$ cat src/rtl/fb_arbiter.sv
// Single-port framebuffer arbiter: scan-out fetch beats clear-fill beats the writer,
// with exactly one RAM access per vga_clk cycle.
//
// state   | meaning
// --------|--------------------------------------------------------------
// ST_IDLE | no clear running; writer may be granted on free cycles
// ST_CLEAR| filling every cell with the latched colour on free cycles
module fb_arbiter #(
  parameter int FB_W       = 160,
  parameter int FB_H       = 120,
  parameter int SCALE      = 2,
  parameter int ADDR_W     = 15,
  parameter int STARVE_LIM = 255
) (
  input  logic              vga_clk,
  input  logic              reset_n,
  input  logic              pix_req,
  input  logic [9:0]        pix_col,
  input  logic [9:0]        pix_row,
  output logic [8:0]        pix_data,
  output logic              pix_valid,
  input  logic              wr_req,
  input  logic [ADDR_W-1:0] wr_addr,
  input  logic [8:0]        wr_data,
  output logic              wr_ack,
  output logic              wr_starve,
  input  logic              clr_start,
  input  logic [8:0]        clr_color,
  output logic              clr_busy,
  output logic              clr_done,
  output logic [ADDR_W-1:0] mem_addr,
  output logic [8:0]        mem_wdata,
  output logic              mem_we,
  input  logic [8:0]        mem_rdata
);

  localparam int WAIT_W = ($clog2(STARVE_LIM + 1) < 8) ? 8 : $clog2(STARVE_LIM + 1);
  localparam logic [ADDR_W:0]   CELLS     = (ADDR_W + 1)'(FB_W * FB_H);
  localparam logic [ADDR_W-1:0] LAST_CELL = ADDR_W'(FB_W * FB_H - 1);
  localparam logic [WAIT_W-1:0] LIM       = WAIT_W'(STARVE_LIM);

  typedef enum logic {ST_IDLE, ST_CLEAR} state_t;

  state_t              state_q, state_d;
  logic [ADDR_W-1:0]   mem_addr_q, mem_addr_d;
  logic [8:0]          mem_wdata_q, mem_wdata_d;
  logic                mem_we_q, mem_we_d;
  logic [8:0]          pix_data_q, pix_data_d;
  logic                pix_valid_q, pix_valid_d;
  logic                rd_p1_q, rd_p1_d;
  logic                rd_p2_q, rd_p2_d;
  logic                wr_ack_q, wr_ack_d;
  logic                wr_starve_q, wr_starve_d;
  logic [WAIT_W-1:0]   wait_q, wait_d;
  logic                clr_busy_q, clr_busy_d;
  logic                clr_done_q, clr_done_d;
  logic [ADDR_W-1:0]   clr_cnt_q, clr_cnt_d;
  logic [8:0]          clr_color_q, clr_color_d;
  logic [ADDR_W-1:0]   fetch_addr;
  logic                grant;

  assign fetch_addr = ADDR_W'(pix_row >> SCALE) * ADDR_W'(FB_W) + ADDR_W'(pix_col >> SCALE);

  always_comb begin
    state_d     = state_q;
    mem_addr_d  = mem_addr_q;
    mem_wdata_d = mem_wdata_q;
    mem_we_d    = 1'b0;
    wr_ack_d    = 1'b0;
    clr_done_d  = 1'b0;
    clr_busy_d  = clr_busy_q;
    clr_cnt_d   = clr_cnt_q;
    clr_color_d = clr_color_q;
    grant       = 1'b0;
    // Two-stage request pipe matches the RAM's one-cycle read latency plus our capture flop.
    rd_p1_d     = pix_req;
    rd_p2_d     = rd_p1_q;
    pix_valid_d = rd_p2_q;
    pix_data_d  = rd_p2_q ? mem_rdata : pix_data_q;

    if (pix_req) begin
      mem_addr_d = fetch_addr;
    end

    if (state_q == ST_IDLE) begin
      if (clr_start) begin
        state_d     = ST_CLEAR;
        clr_cnt_d   = '0;
        clr_color_d = clr_color;
        clr_busy_d  = 1'b1;
      end else if (!pix_req && wr_req) begin
        grant    = 1'b1;
        wr_ack_d = 1'b1;
        // Out-of-range writes are acknowledged but dropped so the writer never stalls.
        if ({1'b0, wr_addr} < CELLS) begin
          mem_we_d    = 1'b1;
          mem_addr_d  = wr_addr;
          mem_wdata_d = wr_data;
        end
      end
    end else if (!pix_req) begin
      mem_we_d    = 1'b1;
      mem_addr_d  = clr_cnt_q;
      mem_wdata_d = clr_color_q;
      if (clr_cnt_q == LAST_CELL) begin
        state_d    = ST_IDLE;
        clr_busy_d = 1'b0;
        clr_done_d = 1'b1;
        clr_cnt_d  = '0;
      end else begin
        clr_cnt_d = clr_cnt_q + ADDR_W'(1);
      end
    end

    if (!wr_req || grant) begin
      wait_d = '0;
    end else if (wait_q != {WAIT_W{1'b1}}) begin
      wait_d = wait_q + WAIT_W'(1);
    end else begin
      wait_d = wait_q;
    end
    wr_starve_d = (wait_d >= LIM);
  end

  always_ff @(posedge vga_clk or negedge reset_n) begin
    if (!reset_n) begin
      state_q     <= ST_IDLE;
      mem_addr_q  <= '0;
      mem_wdata_q <= '0;
      mem_we_q    <= 1'b0;
      pix_data_q  <= '0;
      pix_valid_q <= 1'b0;
      rd_p1_q     <= 1'b0;
      rd_p2_q     <= 1'b0;
      wr_ack_q    <= 1'b0;
      wr_starve_q <= 1'b0;
      wait_q      <= '0;
      clr_busy_q  <= 1'b0;
      clr_done_q  <= 1'b0;
      clr_cnt_q   <= '0;
      clr_color_q <= '0;
    end else begin
      state_q     <= state_d;
      mem_addr_q  <= mem_addr_d;
      mem_wdata_q <= mem_wdata_d;
      mem_we_q    <= mem_we_d;
      pix_data_q  <= pix_data_d;
      pix_valid_q <= pix_valid_d;
      rd_p1_q     <= rd_p1_d;
      rd_p2_q     <= rd_p2_d;
      wr_ack_q    <= wr_ack_d;
      wr_starve_q <= wr_starve_d;
      wait_q      <= wait_d;
      clr_busy_q  <= clr_busy_d;
      clr_done_q  <= clr_done_d;
      clr_cnt_q   <= clr_cnt_d;
      clr_color_q <= clr_color_d;
    end
  end

  assign mem_addr  = mem_addr_q;
  assign mem_wdata = mem_wdata_q;
  assign mem_we    = mem_we_q;
  assign pix_data  = pix_data_q;
  assign pix_valid = pix_valid_q;
  assign wr_ack    = wr_ack_q;
  assign wr_starve = wr_starve_q;
  assign clr_busy  = clr_busy_q;
  assign clr_done  = clr_done_q;

endmodule

$ cat config.mk
export PLATFORM = sky130hd
export DESIGN_NAME = fb_arbiter
export DESIGN_NICKNAME = d
export VERILOG_FILES = /design/src/rtl/fb_arbiter.sv
export SDC_FILE = /design/constraint.sdc
export NUM_CORES = 1
export LEC_CHECK = 0
export BUFFER_PORTS_ARGS = -buffer_cell sky130_fd_sc_hd__buf_4
export CAP_MARGIN = 5
export CELL_PAD_IN_SITES_DETAIL_PLACEMENT = 0
export CELL_PAD_IN_SITES_GLOBAL_PLACEMENT = 1
export CORE_ASPECT_RATIO = 0.6
export CORE_MARGIN = 2
export CORE_UTILIZATION = 30
export CTS_CLUSTER_DIAMETER = 150
export DETAILED_ROUTE_END_ITERATION = 10
export PLACE_DENSITY_LB_ADDON = 0.1
export SETUP_SLACK_MARGIN = 0.15
export SYNTH_ARGS = -nofsm -noshare
export SYNTH_HDL_FRONTEND = slang
export SYNTH_SLANG_ARGS = --single-unit
$ cat constraint.sdc
create_clock -name vga_clk -period 2.1 [get_ports vga_clk]
set_input_delay 0.21 -clock vga_clk [delete_from_list [all_inputs] [get_ports vga_clk]]
set_output_delay 0.21 -clock vga_clk [all_outputs]
set_load 0.01 [all_outputs]
==> impl_metrics.toml <==
[route]
wl_per_cell_um = 16.12
ant_nets = 0
drtIter0Drc = 178
route.detailed.drc = 0
dr.pass1.iters = 4
num_vias = 3440
drt-vias-per-instance = 4.886
drt_wl_total_um = 11350

[synth]
synth_area_leaders = "dfrtp_1, ha_1, mux2_2"
synth_top_family_by_area = "compound AO/OA/AOI/OAI gates"
ys_seq_area_frac = 0.4574
synthXorXnorAreaFrac = 0.02596
synth_cell_types = 61
synth_mux_area_frac = 0.07478
synth_compound_area_frac = 0.1709
synth_area_per_cell_um2 = 10.38
syn-num-nets = 476
synthAdderAreaFrac = 0.06242
synthSimpleGateAreaFrac = 0.1672
yosysWarnings = 0
synth_top_cell_by_area = "dfrtp_1"
ys_dominant_reg_cell = "dfrtp_1"
async_flop_share = 1.000
ys_ff_latch = 74
yosysTopAreaCellShare = 0.4574
syn_inst = 390
syn_area_um2 = 4049
synth-edff-count = 0

[cts]
clkSlewWorstSetupHoldPaths_ns = 0.06
numCtsBuffers = 9
cts.sinks = 74
cts_tree = "yes"
ctsLongestPathBuffers = 2
clk_latency_ns = 0.33
htree_levels = 3
root_buffer = "clkbuf_16"

[cells_and_area]
final_common_cell = "buf_4"
post-route-util = 0.4338
diodes = 0
fin_nets = 615
multi_input_area_um2 = 2148
syn2layout_area_growth_pct = 39.43
instances_no_fill = 704
layout-drive-gt1-share = 0.3914
fillCellCount = 1298
layout_common_cells = "buf_4, dfrtp_1, nor2_1"
seqCellArea_um2 = 1852
fin_area_um2 = 5645

[grt]
grt_max_degree = 37
grt_pass1_vias = 3470
grt_overflow_total = 0
grt_first_pass_wirelength_um = 18450
grt_usage = 0.1645
antenna_found_initial = 0

[critical_path]
cp.required_ns = 2.32
crit_fanout = 3
worstPathArrival_ns = 2.11
end_kind = "flip-flop"
path_class = "in2reg"
startpoint_type = "primary input"

[floorplanning]
ioPinCount = 106
die_x_um = 154.0
core-area_um2 = 13010
core.rowCount = 32
die_area_um2 = 14470
die_h_um = 93.99
initial_utilization = 0.3112

[placement]
io_buffers = 101
postPlaceCellArea_um2 = 5238
dpl.cell_count = 684
place_ws_ns = -0.3033
dpl.hpwl_um = 8673
gp_congestion = 0.8021

[sta]
finClkSkew_ns = 0.002862
setup_violations = 0
worst_slew_pin_slew_ns = 0.5871
whs_ns = 0.09366
setup_ws_ns = 0.2094
setup_tns_ns = 0
slew_violations = 0
timing.final.crit_period_ns = 1.891
slew_headroom = 0.6071
rsz0062_at_grt = "yes"
finalCritPeriodShare = 0.9003
clock.fmax_mhz = 528.9
final-hold-violation-count = 0

[power_and_ir_drop]
p_leak_nw = 2.611
p_per_area_nw_per_um2 = 726.4
total_power_mw = 4.101
ir_worst_vdd_mv = 0.3416

[run_status]
status = "complete, no violations"

[min_path]
hold_path.class = "in2reg"

[job]
cap_violations = 0
-- worst max-delay path, stage by stage --
cell and delay [ns]:
buf_4 0.12, ha_4 0.26, ha_4 0.12, inv_2 0.03
fa_2 0.35, nor2b_2 0.16, o31ai_2 0.09, xnor2_2 0.19
nand3_1 0.12, xnor2_1 0.14, a221o_1 0.32
-- flip-flops by register name, indices dropped and copies added, names as in the netlist, 8 cells and up --
| signal | flops |
|---|---|
| clr_cnt_q | 15 |
| mem_addr | 15 |
| clr_color_q | 9 |
| mem_wdata | 9 |
| pix_data | 9 |
| wait_q | 8 |
-- where the power goes --
| part | total (mW) | switching, mW | internal [mW] | leakage (nW) |
|---|---|---|---|---|
| Clock | 1.53 | 0.617 | 0.915 | 0.133 |
| Combinational | 0.910 | 0.419 | 0.491 | 1.55 |
| Sequential | 1.66 | 0.0961 | 1.56 | 0.932 |
-- final timing paths --
check | start | endpoint | slack (ns) | cells past startpoint
worst max-delay path | pix_row[5] | mem_addr[13] | 0.21 | 11
worst min-delay path | wr_addr[4] | mem_addr[4] | 0.09 | 3
worst max register to register | clr_cnt_q[13] | clr_cnt_q[1] | 0.27 | 6
worst min register to register | rd_p1_q | pix_valid_d | 0.35 | 0
max in group asynchronous | reset_n | mem_wdata[4] | 1.24 | 3
min in group asynchronous | reset_n | clr_cnt_q[7] | 0.32 | 2
-- cell families (layout without fill, tap and decap cells) --
| group | after synthesis | after routing |
|---|---|---|
| AOI/OAI and AO/OA | 97 | 97 |
| xor gates and xnor gates | 12 | 12 |
| adders and majority gates | 19 | 19 |
| buffers and inverters | 26 | 170 |
| DFF | 74 | 74 |
| muxes | 28 | 28 |
| and+or+nand+nor | 134 | 134 |
-- cell type report --
class | instances | share of cell area
multi-input combinational | 290 | 0.3805
sequential | 74 | 0.3280
timing repair buffer | 145 | 0.1955
clock buffer | 9 | 0.03989
tap | 170 | 0.03768
clock inverter | 7 | 0.01241
inverter | 9 | 0.005984
-- what timing repair did --
item	4_1_cts	5_1_grt
pin swaps	5	3
endpoints found under the hold margin	21	0
resized for setup	4	12
buffers inserted	1	2
endpoints found under the setup margin	2	16
hold buffers	1	0
-- Yosys cell counts, types with 2 or more instances --
| master | n |
|---|---|
| dfrtp_1 | 74 |
| a211oi_2 | 2 |
| buf_4 | 2 |
| buf_6 | 8 |
| a21oi_1 | 15 |
| mux2i_1 | 10 |
| buf_2 | 2 |
| a221oi_1 | 2 |
| and3_1 | 7 |
| ha_1 | 17 |
| nand2b_1 | 2 |
| nor2_1 | 49 |
| a21o_1 | 2 |
| o21ai_1 | 6 |
| nor4b_1 | 2 |
| a22oi_1 | 10 |
| or2_2 | 2 |
| nand3_1 | 9 |
| mux2_2 | 18 |
| a31oi_1 | 8 |
| nand4_1 | 5 |
| and4_1 | 3 |
| nor3b_1 | 3 |
| a221o_1 | 9 |
| nor2b_1 | 7 |
| a211oi_1 | 4 |
| xor2_1 | 5 |
| xnor2_1 | 7 |
| and2_1 | 2 |
| o21ai_0 | 21 |
| inv_1 | 9 |
| clkbuf_1 | 4 |
| o211ai_1 | 2 |
| fa_1 | 2 |
| a211o_1 | 3 |
| nor3_1 | 5 |
| nand2_1 | 28 |
-- per-layer routing --
layer  GRT usage  wire, um  vias to the layer above
li1            -         -                     1707
met1      0.2435      5922                     1642
met2      0.2362      4743                       84
met3     0.04613       601                        7
met4     0.03738        79                        0
met5           0         0                        -
Power figures use the tool's default switching activity.
